<file path="src/rtl/prog_seq_pkg.sv">
// Shared types, default sizes and the program address table for prog_sequencer.
// START_ADDR/END_ADDR hold the programs stored back-to-back in instruction memory.
package prog_seq_pkg;

  localparam int unsigned DEF_NUM_PROGS = 3;
  localparam int unsigned DEF_PC_W      = 10;
  localparam int unsigned DEF_CNT_W     = 16;

  typedef enum logic [1:0] {
    IDLE,
    LOAD,
    RUN,
    FIN
  } seq_state_t;

  localparam logic [DEF_PC_W-1:0] START_ADDR [DEF_NUM_PROGS] = '{10'd0, 10'd169, 10'd366};
  localparam logic [DEF_PC_W-1:0] END_ADDR   [DEF_NUM_PROGS] = '{10'd168, 10'd365, 10'd590};

  // Index width never drops below one bit, even for a single-program table.
  function automatic int unsigned idx_width(input int unsigned n);
    return (n > 1) ? $clog2(n) : 1;
  endfunction

endpackage

</file>
<file path="src/rtl/prog_sequencer_if.sv">
// Control/status bundle between the top-level controller (master) and prog_sequencer (slave).
interface prog_sequencer_if
  import prog_seq_pkg::*;
#(
  parameter int unsigned NUM_PROGS = DEF_NUM_PROGS,
  parameter int unsigned PC_W      = DEF_PC_W,
  parameter int unsigned CNT_W     = DEF_CNT_W
);
  localparam int unsigned IDX_W = idx_width(NUM_PROGS);

  logic             start;
  logic [PC_W-1:0]  pc_in;
  logic             cpu_init;
  logic             pc_load;
  logic [PC_W-1:0]  pc_load_addr;
  logic             halt_req;
  logic             busy;
  logic             done;
  logic             aborted;
  logic [IDX_W-1:0] prog_idx;
  logic [CNT_W-1:0] cycle_count;

  modport master (
    output start, pc_in,
    input  cpu_init, pc_load, pc_load_addr, halt_req, busy, done, aborted, prog_idx,
           cycle_count
  );

  modport slave (
    input  start, pc_in,
    output cpu_init, pc_load, pc_load_addr, halt_req, busy, done, aborted, prog_idx,
           cycle_count
  );

endinterface

</file>
<file path="src/rtl/prog_table.sv">
// Combinational start/end address lookup by program index.
// Indices beyond the stored table return address 0.
module prog_table
  import prog_seq_pkg::*;
#(
  parameter int unsigned  NUM_PROGS = DEF_NUM_PROGS,
  parameter int unsigned  PC_W      = DEF_PC_W,
  localparam int unsigned IDX_W     = idx_width(NUM_PROGS)
) (
  input  logic [IDX_W-1:0] i_idx,
  output logic [PC_W-1:0]  o_start_addr,
  output logic [PC_W-1:0]  o_end_addr
);

  always_comb begin
    o_start_addr = '0;
    o_end_addr   = '0;
    for (int i = 0; i < int'(DEF_NUM_PROGS); i++) begin
      if ((i < int'(NUM_PROGS)) && (i_idx == IDX_W'(i))) begin
        o_start_addr = PC_W'(START_ADDR[i]);
        o_end_addr   = PC_W'(END_ADDR[i]);
      end
    end
  end

endmodule

</file>
<file path="src/rtl/prog_sequencer.sv">
// Table-driven program sequencer: loads each program's entry PC, watches for its end
// address and halts the core. Optional RUN watchdog enabled by PROG_SEQ_WATCHDOG_EN.
module prog_sequencer
  import prog_seq_pkg::*;
#(
  parameter int unsigned NUM_PROGS  = DEF_NUM_PROGS,
  parameter int unsigned PC_W       = DEF_PC_W,
  parameter int unsigned CNT_W      = DEF_CNT_W,
  parameter int unsigned WDOG_LIMIT = 4095
) (
  input logic             CLK,
  input logic             init,
  prog_sequencer_if.slave bus
);

  localparam int unsigned IDX_W = idx_width(NUM_PROGS);

  seq_state_t       r_state, w_state_d;
  logic [IDX_W-1:0] r_idx, w_idx_d;
  logic [CNT_W-1:0] r_cnt, w_cnt_d, w_cnt_inc;
  logic             r_halt, w_halt_d;
  logic             r_abort, w_abort_d;
  logic [PC_W-1:0]  w_start_addr, w_end_addr;
  logic             w_end_hit, w_wdog_hit;

  prog_table #(
    .NUM_PROGS (NUM_PROGS),
    .PC_W      (PC_W)
  ) u_table (
    .i_idx        (r_idx),
    .o_start_addr (w_start_addr),
    .o_end_addr   (w_end_addr)
  );

  assign w_cnt_inc = (&r_cnt) ? r_cnt : r_cnt + CNT_W'(1);
  assign w_end_hit = (bus.pc_in == w_end_addr);

`ifdef PROG_SEQ_WATCHDOG_EN
  assign w_wdog_hit  = (w_cnt_inc >= CNT_W'(WDOG_LIMIT));
  assign bus.aborted = ~init & r_abort;
`else
  logic w_unused_wdog;
  assign w_unused_wdog = ^{WDOG_LIMIT, r_abort};
  assign w_wdog_hit    = 1'b0;
  assign bus.aborted   = 1'b0;
`endif

  always_ff @(posedge CLK) begin
    if (init) begin
      r_state <= IDLE;
      r_idx   <= '0;
      r_cnt   <= '0;
      r_halt  <= 1'b1;
      r_abort <= 1'b0;
    end else begin
      r_state <= w_state_d;
      r_idx   <= w_idx_d;
      r_cnt   <= w_cnt_d;
      r_halt  <= w_halt_d;
      r_abort <= w_abort_d;
    end
  end

  always_comb begin
    w_state_d = r_state;
    w_idx_d   = r_idx;
    w_cnt_d   = r_cnt;
    w_halt_d  = r_halt;
    w_abort_d = r_abort;
    unique case (r_state)
      IDLE: begin
        if (bus.start) begin
          w_state_d = LOAD;
        end
      end
      LOAD: begin
        w_cnt_d   = '0;
        w_halt_d  = 1'b0;
        w_abort_d = 1'b0;
        w_state_d = RUN;
      end
      RUN: begin
        w_cnt_d = w_cnt_inc;
        // An end match wins over a watchdog expiry in the same cycle.
        if (w_end_hit) begin
          w_state_d = FIN;
          w_halt_d  = 1'b1;
        end else if (w_wdog_hit) begin
          w_state_d = FIN;
          w_halt_d  = 1'b1;
          w_abort_d = 1'b1;
        end
      end
      FIN: begin
        w_halt_d  = 1'b1;
        w_idx_d   = (r_idx == IDX_W'(NUM_PROGS - 1)) ? '0 : r_idx + IDX_W'(1);
        w_state_d = IDLE;
      end
      default: w_state_d = IDLE;
    endcase
  end

  // init forces the core-holding outputs directly so they are valid from the first reset cycle.
  assign bus.cpu_init     = init | (r_state == LOAD);
  assign bus.pc_load      = ~init & (r_state == LOAD);
  assign bus.pc_load_addr = w_start_addr;
  assign bus.halt_req     = init | r_halt;
  assign bus.busy         = ~init & (r_state != IDLE);
  assign bus.done         = ~init & (r_state == FIN);
  assign bus.prog_idx     = r_idx;
  assign bus.cycle_count  = r_cnt;

endmodule

</file>
<file path="src/flat_wrapper.sv">
// flat-port wrapper written by rule: the top's interface ports become plain ports
module prog_sequencer_flat import prog_seq_pkg::*;
#(
  parameter int unsigned NUM_PROGS  = DEF_NUM_PROGS,
  parameter int unsigned PC_W       = DEF_PC_W,
  parameter int unsigned CNT_W      = DEF_CNT_W,
  parameter int unsigned WDOG_LIMIT = 4095
)
  (CLK, init, bus_start, bus_pc_in, bus_cpu_init, bus_pc_load, bus_pc_load_addr, bus_halt_req, bus_busy, bus_done, bus_aborted, bus_prog_idx, bus_cycle_count);
  prog_sequencer_if #(.NUM_PROGS(NUM_PROGS), .PC_W(PC_W), .CNT_W(CNT_W)) bus_i ();
  input logic CLK;
  input logic init;
  input wire logic [$bits(bus_i.start)-1:0] bus_start;
  input wire logic [$bits(bus_i.pc_in)-1:0] bus_pc_in;
  output wire logic [$bits(bus_i.cpu_init)-1:0] bus_cpu_init;
  output wire logic [$bits(bus_i.pc_load)-1:0] bus_pc_load;
  output wire logic [$bits(bus_i.pc_load_addr)-1:0] bus_pc_load_addr;
  output wire logic [$bits(bus_i.halt_req)-1:0] bus_halt_req;
  output wire logic [$bits(bus_i.busy)-1:0] bus_busy;
  output wire logic [$bits(bus_i.done)-1:0] bus_done;
  output wire logic [$bits(bus_i.aborted)-1:0] bus_aborted;
  output wire logic [$bits(bus_i.prog_idx)-1:0] bus_prog_idx;
  output wire logic [$bits(bus_i.cycle_count)-1:0] bus_cycle_count;
  assign bus_i.start = bus_start;
  assign bus_i.pc_in = bus_pc_in;
  assign bus_cpu_init = bus_i.cpu_init;
  assign bus_pc_load = bus_i.pc_load;
  assign bus_pc_load_addr = bus_i.pc_load_addr;
  assign bus_halt_req = bus_i.halt_req;
  assign bus_busy = bus_i.busy;
  assign bus_done = bus_i.done;
  assign bus_aborted = bus_i.aborted;
  assign bus_prog_idx = bus_i.prog_idx;
  assign bus_cycle_count = bus_i.cycle_count;
  prog_sequencer #(.NUM_PROGS(NUM_PROGS), .PC_W(PC_W), .CNT_W(CNT_W), .WDOG_LIMIT(WDOG_LIMIT)) u_core (.CLK(CLK), .init(init), .bus(bus_i));
endmodule
</file>
<file path="config.mk">
export PLATFORM = sky130hd
export DESIGN_NAME = prog_sequencer_flat
export DESIGN_NICKNAME = d
export VERILOG_FILES = /design/src/rtl/prog_seq_pkg.sv /design/src/rtl/prog_sequencer_if.sv /design/src/rtl/prog_table.sv /design/src/rtl/prog_sequencer.sv /design/src/flat_wrapper.sv
export SDC_FILE = /design/constraint.sdc
export NUM_CORES = 1
export LEC_CHECK = 0
export ABC_AREA = 1
export CORE_MARGIN = 4
export CORE_UTILIZATION = 47
export CTS_CLUSTER_SIZE = 14
export DETAILED_ROUTE_END_ITERATION = 12
export MAX_ROUTING_LAYER = met4
export PLACE_DENSITY = 0.83
export SLEW_MARGIN = 20
export SYNTH_ARGS = -nofsm -noshare
export SYNTH_HDL_FRONTEND = slang
export SYNTH_HIERARCHICAL = 1
export SYNTH_SLANG_ARGS = --single-unit
</file>
<file path="constraint.sdc">
create_clock -name CLK -period 2 [get_ports CLK]
set_input_delay 0.2 -clock CLK [delete_from_list [all_inputs] [get_ports CLK]]
set_output_delay 0.2 -clock CLK [all_outputs]
set_load 0.1 [all_outputs]
</file>
==> results of run 1 <==
cell usage in the layout (no fill, tap or decap), drive strengths merged:
master and n:
nand2 72, buf 36, inv 32, nor2 30
dfxtp 21, a21oi 18, nand3 13, clkdlybuf4s50 12
ha 10, o21ai 8, xnor2 5, conb 4
clkbuf 3, or2 3, nand3b 2, clkinv 2
nand4 2, nor3 1, a31oi 1, xor2 1
nor3b 1
worst max path at each step:
stage / depth (start not counted) / start / end
after CTS: 11 / u_core/bus.prog_idx[0]$_SDFFE_PP0P_ / u_core/r_state[1]$_SDFFE_PP0P_
after detailed placement: 11 / u_core/bus.prog_idx[0]$_SDFFE_PP0P_ / u_core/r_state[1]$_SDFFE_PP0P_
final: 11 / u_core/bus.prog_idx[0]$_SDFFE_PP0P_ / u_core/r_state[1]$_SDFFE_PP0P_
after global routing: 8 / u_core/r_state[0]$_SDFFE_PP0P_ / u_core/bus.cycle_count[12]$_SDFFE_PP0P_
after global placement: 11 / u_core/bus.prog_idx[0]$_SDFFE_PP0P_ / u_core/r_state[1]$_SDFFE_PP0P_
after floorplan: 8 / u_core/bus.cycle_count[12]$_SDFFE_PP0P_ / u_core/bus.cycle_count[15]$_SDFFE_PP0P_
logic make-up (layout without fill, tap and decap cells):
| logic type | count (synthesis) | in the layout | share of synthesized area, % |
|---|---|---|---|
| other | 2 | 4 | 0.486 |
| DFF | 21 | 21 | 27.2 |
| and+or+nand+nor | 124 | 124 | 34.4 |
| adders and majority gates | 10 | 10 | 8.10 |
| AOI/OAI and AO/OA | 27 | 27 | 9.56 |
| xor gates and xnor gates | 6 | 6 | 3.40 |
| buffers and inverters | 51 | 85 | 16.9 |
critical path, cell delays in order, from the launching register on:
cell     delay [ps]
dfxtp_4         390
inv_1            60
ha_1            210
nor2_1          100
nor2_1           50
or2_2           290
a21oi_1         150
nand3_1          90
nand2_1         150
nand3_1          90
nand2_1          60
nor2_1           30
cell type report:
class                           instances  area, µm²
Clock inverter                          1       5.00
Fill cell                             278       1020
Tap cell                               44       55.1
Multi-Input combinational cell        171        878
Inverter                               33        124
Clock buffer                            3       22.5
Timing Repair Buffer                   48        553
Sequential cell                        21        443
per-stage QoR:
step | util [%] | cell area [µm²] | worst slack (ps)
after global placement | 66.2 | 2050 | 267
after floorplan | - | 1580 | 44.5
after detailed placement | 66.2 | 2050 | 227
final | 67.1 | 2080 | 222
after CTS | 67.1 | 2080 | 214
after global routing | 67.1 | 2080 | 70.5
flip-flops by register name (all words and copies together) (netlist names):
register,cells
u_core/bus.cycle_count,16
u_core/bus.prog_idx,2
u_core/r_halt,1
u_core/r_state,2
report_power, final:
part / switching [µW] / internal, µW
combinational: 808 / 359
clock: 142 / 74.8
sequential: 37.8 / 461
total: 987 / 896
layer usage:
layer	wire [µm]	part of all wire, %	track usage [%]
met1	1660	48	22.8
met5	0	0	-
met2	1540	45	28.1
met4	52	1.5	7.51
met3	195	5.7	2.39
==> key figures, run 1 <==
Routing
  – 1st-iter DRT viols: ~100
  – Routed Antenna Nets: 0
  – Routed wire length: 3450 µm
  – WL per Instance: about 11 µm
  – DRC viols: 0
  – DR vias: 1493
  – Via/cell ratio: ~4.7
  – DR pass1 iterations: 4

Timing
  – Final setup violation count: 0
  – Unrepaired setup endpoints after global routing: false
  – Setup TNS: 0 ps
  – Worst Skew: approximately 11 ps
  – Worst hold margin: about 490 ps
  – Final period util: between 80% and 90%
  – Max-slew violations: 0
  – FMAX: about 560 MHz
  – Final Hold Fails: 0
  – Minimum clock period: about 1800 ps

Worst setup path
  – Reg-to-Reg End: u_core/r_state[1]$_SDFFE_PP0P_
  – Reg2reg start: u_core/bus.prog_idx[0]$_SDFFE_PP0P_
  – Worst Path Arrival: 2000 ps
  – Crit Path Category: register to register
  – Startpoint types: register
  – CP max FO: 6
  – Required @ worst endpoint: 2220 ps
  – Reg2Reg Depth: 11
  – Reg2reg setup slack: roughly 220 ps
  – Crit end category: register

Placement
  – Placed cell count: ~320
  – DP HPWL: 2700 µm
  – RePlAce Congestion: about 0.78
  – Port Buffers: 43

Synth
  – Mapped Area: ~0.0015 mm²
  – Syn Inst Count: roughly 240
  – Post-synth top flop: dfxtp_1
  – Fraction of registers with async set/reset: 0%
  – Synth Warn #: 6
  – Mapped Avg Cell Area: between 6 and 7 µm²
  – Yosys cell types: 27
  – Post-synth EDFFs: 0
  – Sequential area share after synthesis: between 20% and 30%
  – Top cells by count, synth: nand2_1 (69), inv_1 (31), nor2_1 (28), dfxtp_1 (21), a21oi_1 (18)
  – Yosys top cell area share: ~27%
  – Most area-consuming cells after synthesis: dfxtp_1 (27%), nand2_1 (17%), ha_1 (8.1%), buf_4 (7.8%), inv_1 (7.5%)
  – Largest area contributor in the synthesized netlist: dfxtp_1
  – Seq cells post-synth: 21
  – Top-count cell post-synth: nand2_1

Clocking
  – CTS H-Tree Depth: 1
  – Root Buffer: clkbuf_4
  – CTS clk-pin slew, worst paths: 130 ps
  – CTS tree: yes
  – TritonCTS buffer count: 3
  – Longest Clk Path Bufs: 2
  – CTS resizes: 0
  – Post-cts hold buffer count: 0
  – Clock sinks: 21
  – Setup Fix Bufs, Post-CTS: 0
  – Worst-Skew Late Latency: about 320 ps

Floorplanning
  – Die Wd: approximately 65 µm
  – Die area: around 0.0043 mm²
  – Starting Density: approximately 50%
  – Chip height: roughly 65 µm
  – Core Region: between 0.003 and 0.004 mm²
  – IO Count: between 40 and 50
  – Row Count: 20

Global routing
  – Vias in the first global route: 1381
  – Initial antenna violation count: 0
  – Grt total ovfl: 0
  – Pin count of the biggest net entering global routing: 16
  – GRT Total Usage: between 15 and 20%
  – First-pass GRT wire length: ~6000 µm

Min path
  – Hold endpoint: u_core/bus.cycle_count[9]$_SDFFE_PP0P_
  – Worst Hold Depth: 2
  – Class of the worst hold path: register to register
  – Hold Path Origin: u_core/bus.cycle_count[9]$_SDFFE_PP0P_

Cells and area
  – Layout cells sized above 1: between 20% and 30%
  – Final nets: roughly 300
  – N_diodes: 0
  – Final Instance Count excl. Fillers: approximately 320
  – Synthesis-to-layout area growth: 34.8%

Outcome
  – Status: finished, final reports clean

Power
  – P per Cell Area: roughly 900 mW/mm²
  – Power Total: 1880 µW
  – Worst vdd ir: between 0.0008 and 0.0009 V
  – Leak: 0.000922 µW

Run
  – Max cap viols: 0
Note: power is estimated with default switching activity, not from simulation.
==> run 2, diff against run 1 <==
SETUP_SLACK_MARGIN = 0.05   (was default)
==> run 2 against run 1 <==
Compared with the run above: worst setup slack improved by 8.3 ps; first-iteration DRC count fell by 20%; via count rose by 2.5%; utilization rose by 0.24 points; critical path depth did not move; flip-flop and latch count did not move; die area did not move; non-clock buffer count rose by 1; wire length rose by 1.7%.
==> key figures, run 2 (synthesized netlist as in run 1, its figures left out) <==
Outcome
  – Status: finished, final reports clean

Routing
  – DRC viols: 0
  – Via/cell ratio: between 4 and 5
  – Routed wire length: about 3500 µm
  – 1st-iter DRT viols: 82
  – Routed Antenna Nets: 0
  – WL per Instance: between 10 and 15 µm
  – DR vias: 1530
  – DR pass1 iterations: 4

Worst setup path
  – Reg2reg setup slack: 230 ps
  – CP max FO: 6
  – CP Cell Sequence: inv_1 > ha_1 > nor2_1 > nor2_1 > or2_2 > a21oi_1 > nand3_1 > nand2_1 > nand3_1 > nand2_1 > nor2_1
  – Startpoint types: register
  – CP max stage delay: about 400 ps
  – Crit end category: register
  – Critical Path Start: u_core/bus.prog_idx[0]$_SDFFE_PP0P_
  – Slowest-stage cell, CP: dfxtp_4
  – Reg-to-Reg End: u_core/r_state[1]$_SDFFE_PP0P_
  – Worst Path Arrival: a little under 2000 ps
  – Reg2reg start: u_core/bus.prog_idx[0]$_SDFFE_PP0P_
  – Required @ worst endpoint: between 2000 and 2500 ps
  – Crit Path Category: register to register
  – Reg2Reg Depth: 11
  – Most frequent CP cell: nor2_1
  – Critical Path End: u_core/r_state[1]$_SDFFE_PP0P_

Global routing
  – Pin count of the biggest net entering global routing: 16
  – Grt total ovfl: 0
  – Initial antenna violation count: 0
  – First-pass GRT wire length: about 6000 µm
  – GRT Total Usage: a little under a fifth
  – Vias in the first global route: ~1400

Floorplanning
  – Core Region: 0.00310 mm²
  – Die Wd: 65.3 µm
  – IO Count: 47
  – Row Count: 20
  – Chip height: roughly 65 µm
  – Die area: 0.00427 mm²
  – Starting Density: 49.8%

Cells and area
  – Most frequent cells in the layout: nand2_1 (69), inv_1 (31), nor2_1 (25)
  – Synthesis-to-layout area growth: 35.3%
  – Final core utilization: just under 70%
  – Final nets: between 300 and 400
  – Commonest non-fill, non-tap cell in the layout: nand2_1
  – Largest register FFs: 16
  – N_diodes: 0
  – Layout cells sized above 1: 24.8%
  – Design area: roughly 0.0021 mm²
  – Final Instance Count excl. Fillers: approximately 320

Clocking
  – Worst-Skew Late Latency: 310 ps
  – CTS H-Tree Depth: 1
  – CTS tree: yes
  – Post-cts hold buffer count: 0
  – Longest Clk Path Bufs: 2
  – Root Buffer: clkbuf_4
  – Clock sinks: 21
  – TritonCTS buffer count: 3
  – CTS clk-pin slew, worst paths: roughly 120 ps
  – Setup Fix Bufs, Post-CTS: 0
  – CTS resizes: 0

Timing
  – Worst Skew: 2.64 ps
  – Final period util: 88.5%
  – Final Hold Fails: 0
  – Max-slew violations: 0
  – Minimum clock period: 1770 ps
  – Unrepaired setup endpoints after global routing: false
  – Final setup violation count: 0
  – Setup TNS: 0 ps
  – FMAX: between 500 and 600 MHz
  – Worst hold margin: approximately 470 ps

Power
  – P per Cell Area: just over 900 mW/mm²
  – Sequential cell fraction of total power: 26.1%
  – Switching Share: 52.3%
  – Leak: slightly above 0.0009 µW
  – Clk network pwr share: 11.1%
  – Worst vdd ir: 0.000794 V
  – Comb power frac: roughly 63%
  – Internal power: approximately 900 µW
  – Net Sw Power: roughly 1000 µW

Min path
  – Class of the worst hold path: register to register

Placement
  – Post-DP Area: 0.00206 mm²
  – DP HPWL: ~2800 µm
  – Port Buffers: 43
  – RePlAce Congestion: approximately 0.83
  – Placed cell count: between 300 and 400

Run
  – Max cap viols: 0
==> run 2: cell types whose count changed in the layout (fill, tap and decap cells not counted), sizes merged <==
cell    previous run  this run
buf               36        37
clkbuf             3         4
clkinv             2         1
==> run 2: how the worst min path moves through the flow <==
stage	start	to	slack [ps]	cells past startpoint
after detailed placement	u_core/bus.cycle_count[0]$_SDFFE_PP0P_	u_core/bus.cycle_count[0]$_SDFFE_PP0P_	450	1
after CTS	u_core/bus.cycle_count[0]$_SDFFE_PP0P_	u_core/bus.cycle_count[0]$_SDFFE_PP0P_	470	1
after global routing	u_core/bus.cycle_count[9]$_SDFFE_PP0P_	u_core/bus.cycle_count[9]$_SDFFE_PP0P_	510	2
final	u_core/bus.cycle_count[0]$_SDFFE_PP0P_	u_core/bus.cycle_count[0]$_SDFFE_PP0P_	470	1
after floorplan	init	u_core/bus.cycle_count[3]$_SDFFE_PP0P_	410	3
after global placement	u_core/bus.cycle_count[0]$_SDFFE_PP0P_	u_core/bus.cycle_count[0]$_SDFFE_PP0P_	460	1
==> run 2: worst max-delay path: cells and delay by family, from the launching register on <==
| family | cells | cell delay, ps |
|---|---|---|
| flip-flops | 1 | 390 |
| adder cells (fa/ha/maj) | 1 | 220 |
| AND/OR/NAND/NOR | 8 | 890 |
| AO/OA/AOI/OAI | 1 | 140 |
| buffers and inverters | 1 | 60 |
==> run 2: through the flow <==
stage                     worst slack, ps  power, µW
after floorplan                      65.2       1400
after global routing                 92.6       2020
final                                 231       1900
after detailed placement              254       1690
after CTS                             232       1910
after global placement                323       1670
==> run 2: layer usage <==
metal  global-route usage (%)  routed length [µm]  vias to the layer above
met5                        -                   0                        -
met4                     5.18                  13                        0
met3                     3.08                 247                        2
met2                     29.1                1590                       46
met1                     23.3                1650                      680
li1                         -                   -                      802
==> run 2: power groups by stage <==
stage          Sequential (µW)  Clock, µW  Combinational, µW
5_1_grt                    505        236               1270
3_3_place_gp               504          0               1170
3_5_place_dp               506          0               1190
4_1_cts                    497        216               1190
6_report                   496        212               1200
2_1_floorplan              606          0                791
==> run 2: layout make-up <==
type / instances / area (µm²)
clock buffers: 4 / 26.3
inverters: 33 / 124
repair buffers: 49 / 561
flip-flops and latches: 21 / 444
multi-input cells: 171 / 878
fillers: 287 / 1010
well taps: 44 / 55.1
